===== src/rtl/pipe_ctrl_gen_pkg.sv =====
// Shared stage indices and default sizes for the parametrised pipeline controller.
// Optional watchdog is enabled by defining PIPE_STALL_WATCHDOG_EN (undefined by default).
package pipe_ctrl_gen_pkg;

    typedef enum logic [2:0] {
        STG_PC      = 3'd0,
        STG_IF_ID   = 3'd1,
        STG_ID_EXE  = 3'd2,
        STG_EXE_MEM = 3'd3,
        STG_MEM_WB  = 3'd4
    } stage_e;

    localparam int DEF_NUM_STAGES = 6;
    localparam int DEF_JUMP_STAGE = int'(STG_ID_EXE);
    localparam int DEF_ADDR_WIDTH = 32;
    localparam int DEF_CNT_WIDTH  = 16;
    localparam int DEF_WDOG_LIMIT = 1024;

    function automatic int run_width(input int limit);
        return $clog2(limit + 1);
    endfunction

endpackage


===== src/rtl/pipe_ctrl_gen_if.sv =====
// Bus between the pipeline datapath (master) and the pipeline controller (slave).
interface pipe_ctrl_gen_if
    import pipe_ctrl_gen_pkg::*;
#(
    parameter int NUM_STAGES = DEF_NUM_STAGES,
    parameter int ADDR_WIDTH = DEF_ADDR_WIDTH,
    parameter int CNT_WIDTH  = DEF_CNT_WIDTH
);
    logic [NUM_STAGES-1:0] stallreq_i;
    logic                  jump_valid_i;
    logic [ADDR_WIDTH-1:0] jump_addr_i;
    logic                  halt_i;
    logic [NUM_STAGES-1:0] stall_o;
    logic [NUM_STAGES-1:0] bubble_o;
    logic [NUM_STAGES-1:0] flush_o;
    logic                  new_pc_valid_o;
    logic [ADDR_WIDTH-1:0] new_pc_o;
    logic                  halt_o;
    logic [CNT_WIDTH-1:0]  stall_cnt_o;
    logic                  wdog_err_o;

    modport master (
        output stallreq_i, jump_valid_i, jump_addr_i, halt_i,
        input  stall_o, bubble_o, flush_o, new_pc_valid_o, new_pc_o,
               halt_o, stall_cnt_o, wdog_err_o
    );

    modport slave (
        input  stallreq_i, jump_valid_i, jump_addr_i, halt_i,
        output stall_o, bubble_o, flush_o, new_pc_valid_o, new_pc_o,
               halt_o, stall_cnt_o, wdog_err_o
    );
endinterface


===== src/rtl/pipe_ctrl_gen_redirect_q.sv =====
// Redirect queue: holds a redirect while the PC register is stalled and
// suppresses the re-asserted request of a branch that stays resident.
module pipe_redirect_q
    import pipe_ctrl_gen_pkg::*;
#(
    parameter int ADDR_WIDTH = DEF_ADDR_WIDTH
) (
    input  logic                  clk,
    input  logic                  rst_n,
    input  logic                  fresh,
    input  logic [ADDR_WIDTH-1:0] jump_addr,
    input  logic                  stall_pc,
    input  logic                  stall_jump,
    output logic                  taken,
    output logic                  new_pc_valid,
    output logic [ADDR_WIDTH-1:0] new_pc
);
    logic                  pending;
    logic [ADDR_WIDTH-1:0] pending_addr;
    logic                  take_now;
    logic                  release_now;

    always_comb begin
        take_now     = fresh & ~stall_pc;
        release_now  = rst_n & pending & ~stall_pc;
        new_pc_valid = take_now | release_now;
        new_pc       = '0;
        if (take_now) begin
            new_pc = jump_addr;
        end else if (release_now) begin
            new_pc = pending_addr;
        end
    end

    always_ff @(posedge clk) begin
        if (!rst_n) begin
            pending      <= 1'b0;
            pending_addr <= '0;
            taken        <= 1'b0;
        end else begin
            // A fresh request always overwrites whatever was pending.
            if (fresh && stall_pc) begin
                pending      <= 1'b1;
                pending_addr <= jump_addr;
            end else if (!stall_pc) begin
                pending <= 1'b0;
            end
            if (fresh && stall_jump) begin
                taken <= 1'b1;
            end else if (!stall_jump) begin
                taken <= 1'b0;
            end
        end
    end
endmodule


===== src/rtl/pipe_ctrl_gen.sv =====
// Pipeline controller: stall/bubble/flush mask generation, sticky halt, stall counter.
// Define PIPE_STALL_WATCHDOG_EN to build the continuous-stall watchdog.
module pipe_ctrl_gen
    import pipe_ctrl_gen_pkg::*;
#(
    parameter int NUM_STAGES = DEF_NUM_STAGES,
    parameter int JUMP_STAGE = DEF_JUMP_STAGE,
    parameter int ADDR_WIDTH = DEF_ADDR_WIDTH,
    parameter int CNT_WIDTH  = DEF_CNT_WIDTH,
    parameter int WDOG_LIMIT = DEF_WDOG_LIMIT
) (
    input  logic          clk_i,
    input  logic          rst_i,
    pipe_ctrl_gen_if.slave bus
);
    logic [NUM_STAGES-1:0] stall_arb;
    logic [NUM_STAGES-1:0] bubble_arb;
    logic [NUM_STAGES-1:0] stall_pre;
    logic [NUM_STAGES-1:0] bubble_pre;
    logic [NUM_STAGES-1:0] flush;
    logic [CNT_WIDTH-1:0]  stall_cnt;
    logic                  acc;
    logic                  halt_q;
    logic                  wdog_err;
    logic                  halted;
    logic                  taken;
    logic                  fresh;
    logic                  new_pc_valid;
    logic [ADDR_WIDTH-1:0] new_pc;

    // Every stage at or below the highest requester holds.
    always_comb begin
        stall_arb = '0;
        acc       = 1'b0;
        for (int k = NUM_STAGES - 1; k >= 0; k--) begin
            acc          = acc | bus.stallreq_i[k];
            stall_arb[k] = acc;
        end
    end

    assign bubble_arb = {stall_arb[NUM_STAGES-2:0], 1'b0} & ~stall_arb;
    assign halted     = halt_q | wdog_err;
    assign fresh      = rst_i & bus.jump_valid_i & ~taken & ~halted;

    always_comb begin
        stall_pre  = '0;
        bubble_pre = '0;
        if (rst_i) begin
            if (halted) begin
                stall_pre = '1;
            end else begin
                stall_pre  = stall_arb;
                bubble_pre = bubble_arb;
            end
        end
    end

    always_comb begin
        flush = '0;
        for (int k = 1; k < NUM_STAGES; k++) begin
            if (fresh && k <= JUMP_STAGE) begin
                flush[k] = 1'b1;
            end
        end
    end

    pipe_redirect_q #(
        .ADDR_WIDTH (ADDR_WIDTH)
    ) u_redirect_q (
        .clk          (clk_i),
        .rst_n        (rst_i),
        .fresh        (fresh),
        .jump_addr    (bus.jump_addr_i),
        .stall_pc     (stall_pre[0]),
        .stall_jump   (stall_pre[JUMP_STAGE]),
        .taken        (taken),
        .new_pc_valid (new_pc_valid),
        .new_pc       (new_pc)
    );

    assign bus.stall_o        = stall_pre & ~flush;
    assign bus.bubble_o       = bubble_pre & ~flush;
    assign bus.flush_o        = flush;
    assign bus.new_pc_valid_o = new_pc_valid;
    assign bus.new_pc_o       = new_pc;
    assign bus.halt_o         = rst_i & halted;
    assign bus.stall_cnt_o    = rst_i ? stall_cnt : '0;
    assign bus.wdog_err_o     = rst_i & wdog_err;

    always_ff @(posedge clk_i) begin
        if (!rst_i) begin
            halt_q    <= 1'b0;
            stall_cnt <= '0;
        end else begin
            if (bus.halt_i) begin
                halt_q <= 1'b1;
            end
            if (stall_pre[0] && stall_cnt != '1) begin
                stall_cnt <= stall_cnt + 1'b1;
            end
        end
    end

`ifdef PIPE_STALL_WATCHDOG_EN
    localparam int RUN_W = run_width(WDOG_LIMIT);
    logic [RUN_W-1:0] run_cnt;

    always_ff @(posedge clk_i) begin
        if (!rst_i) begin
            run_cnt  <= '0;
            wdog_err <= 1'b0;
        end else if (stall_pre[0] && !halted) begin
            run_cnt <= run_cnt + 1'b1;
            if (run_cnt == RUN_W'(WDOG_LIMIT - 1)) begin
                wdog_err <= 1'b1;
            end
        end else begin
            run_cnt <= '0;
        end
    end
`else
    assign wdog_err = 1'b0;
`endif
endmodule


===== src/flat_wrapper.sv =====
// flat-port wrapper written by rule: the top's interface ports become plain ports
module pipe_ctrl_gen_flat import pipe_ctrl_gen_pkg::*;
#(
    parameter int NUM_STAGES = DEF_NUM_STAGES,
    parameter int JUMP_STAGE = DEF_JUMP_STAGE,
    parameter int ADDR_WIDTH = DEF_ADDR_WIDTH,
    parameter int CNT_WIDTH  = DEF_CNT_WIDTH,
    parameter int WDOG_LIMIT = DEF_WDOG_LIMIT
)
  (clk_i, rst_i, bus_stallreq_i, bus_jump_valid_i, bus_jump_addr_i, bus_halt_i, bus_stall_o, bus_bubble_o, bus_flush_o, bus_new_pc_valid_o, bus_new_pc_o, bus_halt_o, bus_stall_cnt_o, bus_wdog_err_o);
  pipe_ctrl_gen_if #(.NUM_STAGES(NUM_STAGES), .ADDR_WIDTH(ADDR_WIDTH), .CNT_WIDTH(CNT_WIDTH)) bus_i ();
  input  logic clk_i;
  input  logic rst_i;
  input wire logic [$bits(bus_i.stallreq_i)-1:0] bus_stallreq_i;
  input wire logic [$bits(bus_i.jump_valid_i)-1:0] bus_jump_valid_i;
  input wire logic [$bits(bus_i.jump_addr_i)-1:0] bus_jump_addr_i;
  input wire logic [$bits(bus_i.halt_i)-1:0] bus_halt_i;
  output wire logic [$bits(bus_i.stall_o)-1:0] bus_stall_o;
  output wire logic [$bits(bus_i.bubble_o)-1:0] bus_bubble_o;
  output wire logic [$bits(bus_i.flush_o)-1:0] bus_flush_o;
  output wire logic [$bits(bus_i.new_pc_valid_o)-1:0] bus_new_pc_valid_o;
  output wire logic [$bits(bus_i.new_pc_o)-1:0] bus_new_pc_o;
  output wire logic [$bits(bus_i.halt_o)-1:0] bus_halt_o;
  output wire logic [$bits(bus_i.stall_cnt_o)-1:0] bus_stall_cnt_o;
  output wire logic [$bits(bus_i.wdog_err_o)-1:0] bus_wdog_err_o;
  assign bus_i.stallreq_i = bus_stallreq_i;
  assign bus_i.jump_valid_i = bus_jump_valid_i;
  assign bus_i.jump_addr_i = bus_jump_addr_i;
  assign bus_i.halt_i = bus_halt_i;
  assign bus_stall_o = bus_i.stall_o;
  assign bus_bubble_o = bus_i.bubble_o;
  assign bus_flush_o = bus_i.flush_o;
  assign bus_new_pc_valid_o = bus_i.new_pc_valid_o;
  assign bus_new_pc_o = bus_i.new_pc_o;
  assign bus_halt_o = bus_i.halt_o;
  assign bus_stall_cnt_o = bus_i.stall_cnt_o;
  assign bus_wdog_err_o = bus_i.wdog_err_o;
  pipe_ctrl_gen #(.NUM_STAGES(NUM_STAGES), .JUMP_STAGE(JUMP_STAGE), .ADDR_WIDTH(ADDR_WIDTH), .CNT_WIDTH(CNT_WIDTH), .WDOG_LIMIT(WDOG_LIMIT)) u_core (.clk_i(clk_i), .rst_i(rst_i), .bus(bus_i));
endmodule

===== config.mk =====
export PLATFORM = sky130hd
export DESIGN_NAME = pipe_ctrl_gen_flat
export DESIGN_NICKNAME = d
export VERILOG_FILES = /design/src/rtl/pipe_ctrl_gen_pkg.sv /design/src/rtl/pipe_ctrl_gen_if.sv /design/src/rtl/pipe_ctrl_gen_redirect_q.sv /design/src/rtl/pipe_ctrl_gen.sv /design/src/flat_wrapper.sv
export SDC_FILE = /design/constraint.sdc
export NUM_CORES = 1
export LEC_CHECK = 0
export BUFFER_PORTS_ARGS = -buffer_cell sky130_fd_sc_hd__buf_2
export CAP_MARGIN = 20
export CORE_MARGIN = 5
export CORE_UTILIZATION = 45
export DETAILED_ROUTE_END_ITERATION = 16
export GPL_ROUTABILITY_DRIVEN = 1
export PLACE_DENSITY_LB_ADDON = 0.25
export SLEW_MARGIN = 5
export SYNTH_ARGS = -nofsm -noshare
export SYNTH_HDL_FRONTEND = slang
export SYNTH_HIERARCHICAL = 1
export SYNTH_SLANG_ARGS = --single-unit

===== constraint.sdc =====
create_clock -name clk_i -period 3 [get_ports clk_i]
set_input_delay 0.15 -clock clk_i [delete_from_list [all_inputs] [get_ports clk_i]]
set_output_delay 0.15 -clock clk_i [all_outputs]
set_load 0.005 [all_outputs]

== Yosys cells after proc, flatten, opt, wreduce, memory -nomap -nowiden ==
Index checks and enable logic that the tools add are counted.
Operators by class
  order comparisons: 0
  equal/unequal tests: 3
  $mul: 0
  muxes and demuxes: 12
  $add $sub $neg: 1
  bitwise operators: 21
  divide/modulo/power cells: 0
  reductions and logical operators: 3
  shift operators: 0
Operators with widths (number)
  2-to-1 mux 32 bit: 2
  2-to-1 mux 6 bit: 4
  AND 6 bit: 3
  adder 16 x 1 -> 16 bit, second input constant: 1
  2-to-1 mux 16 bit: 1
  != test 16 bit, second input constant: 1
  AND 1 bit: 7
  NOT 3 -> 6 bit: 1
  NOT 6 bit: 1
  OR 1 bit: 6
  2-to-1 mux 1 bit: 5
  != test 2 bit, second input constant: 2
  logical AND 1 bit: 3
  NOT 1 bit: 3
Storage, ports and cells
  logic and storage cells: 45
  memories: 0
  ROM bits: 0
  memory bits (writable): 0
  bits in registers: 51
  input port bits: 42
  latch bits: 0

== Logic depth before layout (Yosys ltp) ==
  depth in word-level cells: 11
  depth in mapped cells: 9
  mapped depth without buffers: 5

== Modules after synthesis ==
The synthesis kept the hierarchy.
By module, submodules not included
  pipe_redirect_q: cells an instance 266, area an instance 2234.6 um^2, instances 1
  pipe_ctrl_gen: cells an instance 154, area an instance 1236.2 um^2, instances 1

== Worst setup path before layout ==
No wires, ideal clock.
  path type: register -> output
  start: register u_core.halt_q
  end: output port bus_new_pc_o[12]
  stages on the path, launching flop included: 10
  arrival: 2.054 ns
  setup slack: 0.796 ns
  buffers on the path: 5
  cells stage by stage: dfxtp_1 > or4_1 > buf_6 > o21ai_4 > buf_6 > inv_1 > buf_4 > buf_2 > buf_2 > a21oi_1
On the way
  longest elaborated chain between the ends: 6
RTL lines
  start: declaration: line pipe_ctrl_gen.sv:23  | logic halt_q;
  start signal: assignment: line pipe_ctrl_gen.sv:92  | halt_q <= 1'b0;
  start signal: assignment: line pipe_ctrl_gen.sv:96  | halt_q <= 1'b1;
  2-to-1 mux 6 bit *: line pipe_ctrl_gen.sv:49  | if (halted) begin
  2-to-1 mux 6 bit *: line pipe_ctrl_gen.sv:48  | if (rst_i) begin
  net u_core.stall_pre[0]: line pipe_ctrl_gen.sv:18  | logic [NUM_STAGES-1:0] stall_pre;
  NOT 1 bit *: line pipe_ctrl_gen_redirect_q.sv:24, pipe_ctrl_gen_redirect_q.sv:25
  AND 1 bit: line pipe_ctrl_gen_redirect_q.sv:25  | release_now = rst_n & pending & ~stall_pc;
  2-to-1 mux 32 bit: line pipe_ctrl_gen_redirect_q.sv:30  | end else if (release_now) begin
  2-to-1 mux 32 bit *: line pipe_ctrl_gen_redirect_q.sv:28  | if (take_now) begin
  end: declaration: line flat_wrapper.sv:22  | output wire logic [$bits(bus_i.new_pc_o)-1:0] bus_new_pc_o;
Mark *: on every way through the listed nets, which the timed path passes. The rest lies on a longest branch.

== Worst setup path after layout ==
  start: register u_core.halt_q
  end: output port bus_new_pc_o[3]
On the way
  longest elaborated chain between the ends: 6
RTL lines (line)
  2-to-1 mux 6 bit: pipe_ctrl_gen.sv:49
  2-to-1 mux 6 bit: pipe_ctrl_gen.sv:48
  NOT 1 bit: pipe_ctrl_gen_redirect_q.sv:24, pipe_ctrl_gen_redirect_q.sv:25
  AND 1 bit: pipe_ctrl_gen_redirect_q.sv:25
  2-to-1 mux 32 bit: pipe_ctrl_gen_redirect_q.sv:30
  2-to-1 mux 32 bit *: pipe_ctrl_gen_redirect_q.sv:28
Every way passes the cells marked *; elsewhere a longest branch is shown, timed or not.

==> qor.txt <==
RSZ-0062 raised after global routing -> no
Worst Hold Class -> in -> reg
Synth Area in Compound Gates -> 26.2%
Crit share post-route -> 85.7%
IO Count -> 111
Largest net degree at the start of global routing -> 132
Via density -> 5.47
GR Overflow Total -> 0
Reg clk slew, reported paths -> 90 ps
Routed vias -> 3245
Synthesized instance count -> 420
Launch point of the worst reg-to-reg path -> u_core/halt_q
Max frequency -> 0.389 GHz
GRT Total Usage -> 16.9%
Core region area -> 7610 um2
Worst-path maximum fanout -> 86
Hold EP -> u_core/halt_q
Num CTS Buffers -> 5
Area occupied by multi-input gates -> 2120 um2
DRC viols -> 0
Post-CTS Resized -> 0
HP Start -> bus_halt_i
Flop-to-flop setup slack -> 690 ps
Final Wtd Congestion -> 0.803
Die width -> 97.8 um
Sequential share of the synthesized area -> 29.4%
Hold depth -> 3
Initial Util -> 45.6%
Synth Area in Adders -> 0.360%
DPL Wire Length -> 5650 um
Mapped Avg Cell Area -> 8.26 um2
Clock tree root buffer cell -> clkbuf_8
Worst slew pin tran -> 510 ps
FF+latch area -> 1020 um2
Placed instance count -> 585
Max Slew Vio Count -> 0
Cell Pwr Density -> 340 nW/um2
Slew HR -> 65.7%
Die H -> 97.8 um
Clock Skews -> 11.7 ps
CTS tree -> yes
Worst Setup Start Kind -> flop
CTS hold repair buffers -> 0
#FFs+latches synth -> 51
Die area -> 9570 um2
Xor-xnor portion of the synthesized cell area -> 0%
Clock Sinks -> 51
Layout Nets -> 533
Post-synthesis to final-layout area growth -> 15.0%
Min Tclk post-route -> 2570 ps
Final Hold Vio Count -> 0
Final-layout fill cell count -> 796
ANT cells -> 0
Critical path type -> reg -> out
Vias in the first global route -> 3084
Final setup TNS -> 0 ps
Layout Cells excl Fill -> 593
Worst EP arrival -> 2420 ps
Outcome -> complete, no violations
Crit. End Element -> output port
Simple-Gate Fraction of Synth Area -> 31.4%
Most frequent cells in the layout -> 104 x buf_2, 51 x dfxtp_1, 38 x and3_1, 38 x nand2_1
Setup bufs post-CTS -> 0
Fraction of layout cells with a size suffix above 1 -> 31.2%
Worst skew pair latency -> 310 ps
Max-Cap Viols -> 0
YS warnings -> 6
FP Rows -> 32
Global-route wire length before repair -> 14000 um
Final WL -> 8350 um
CP required -> 2850 ps
Peak supply drop -> 180 uV
Leakage power -> 1.77 nW
Worst R2R End -> u_core/u_redirect_q/pending_addr[12]
Wire length per cell -> 14.1 um
Setup violations, final -> 0
Main combinational cell family by area after synthesis -> simple AND/OR/NAND/NOR gates
Mux contribution to synthesized area -> 2.24%
Commonest non-fill, non-tap cell in the layout -> buf_2
Clk buf depth -> 2
Cell area after synthesis -> 3470 um2
Remaining antenna violation count after routing -> 0
Cell variety after synth -> 46
Pre-antenna DRT Iters -> 4
Initial DRC count -> 122
IO Port Bufs -> 104
Antenna violations before repair -> 0
H-tree depth -> 2
R2r worst-path depth -> 6
-- routing by layer --
metal / wire [um] / vias up / track usage, %
li1: - / 1643 / -
met1: 3840 / 1527 / 21.0
met2: 3900 / 64 / 28.2
met3: 485 / 11 / 4.93
met4: 123 / 0 / 5.11
met5: 0 / - / 0
-- how the worst max path moves through the flow --
stage	from	endpoint	slack [ps]	cells after the start
final	u_core/halt_q	bus_new_pc_o[3]	430	6
after global routing	u_core/halt_q	bus_new_pc_o[3]	300	6
after CTS	u_core/halt_q	bus_new_pc_o[3]	400	6
after detailed placement	u_core/halt_q	u_core/u_redirect_q/pending_addr[12]	730	6
after global placement	u_core/halt_q	u_core/u_redirect_q/pending_addr[3]	780	6
after floorplan	u_core/halt_q	bus_new_pc_o[12]	800	9
-- stage by stage --
step	setup slack [ps]	hold slack (ps)	utilization (%)	total power, W	cell area (um2)
after CTS	400	49.9	52.5	0.00138	3990
final	428	56.0	52.5	0.00136	3990
after global routing	297	77.3	52.5	0.00143	3990
after global placement	785	366	51.1	0.000923	3890
after floorplan	796	266	-	0.000873	3490
after detailed placement	725	372	51.1	0.000928	3890
-- sequential cells by signal, indices dropped and copies added, names as in the netlist --
register / cells
u_core/halt_q: 1
u_core/u_redirect_q/pending_addr: 32
u_core/u_redirect_q/taken: 1
u_core/u_redirect_q/pending: 1
u_core/stall_cnt: 16
-- worst max-delay path, stage by stage (launching register included) --
cell and delay, ps:
dfxtp_1 380, or4_1 740, o21ai_4 240, inv_2 160, buf_12 260, a21oi_1 180
buf_2 140
-- where the power goes --
| part | switching [W] | total, W | internal [W] |
|---|---|---|---|
| logic | 0.000122 | 0.000208 | 0.0000863 |
| registers | 0.0000116 | 0.000704 | 0.000692 |
| clock network | 0.000234 | 0.000444 | 0.000210 |
| total | 0.000367 | 0.00136 | 0.000989 |
-- cell families after synthesis --
logic type | after synthesis
AND/OR/NAND/NOR | 181
AO/OA/AOI/OAI | 121
buffers and inverters | 58
flip-flops | 51
multiplexers | 7
adder cells (fa/ha/maj) | 1
other | 1
-- Yosys cell counts (all sizes together) --
cell / count / area [um2]
and2: 19 / 121
nand2b: 1 / 6.26
buf: 38 / 282
ha: 1 / 12.5
nor4b: 1 / 8.76
o21ai: 6 / 52.5
a311oi: 1 / 15.0
nand3: 6 / 30.0
a21oi: 39 / 267
a21boi: 32 / 240
o31ai: 5 / 37.5
nand2: 38 / 143
o41ai: 3 / 26.3
nor2: 20 / 75.1
mux2: 6 / 67.6
inv: 3 / 11.3
nor3: 10 / 55.1
nor4: 2 / 27.5
conb: 1 / 3.75
and4: 3 / 26.3
o21a: 32 / 240
nand4: 4 / 25.0
clkinv: 1 / 3.75
o211ai: 1 / 12.5
o211a: 2 / 20.0
nand4b: 32 / 280
or4: 3 / 23.8
or3: 3 / 21.3
dfxtp: 51 / 1020
mux2i: 1 / 10.0
clkbuf: 16 / 60.1
and3: 38 / 238
nand3b: 1 / 7.51
-- layout make-up --
type / count / share of cell area, %
well taps: 102 / 3.20
clock buffers: 7 / 2.41
clock inverters: 1 / 0.188
inverters: 4 / 0.376
multi-input cells: 316 / 53.1
flip-flops and latches: 51 / 25.6
repair buffers: 112 / 15.2
Power figures use the tool's default switching activity.
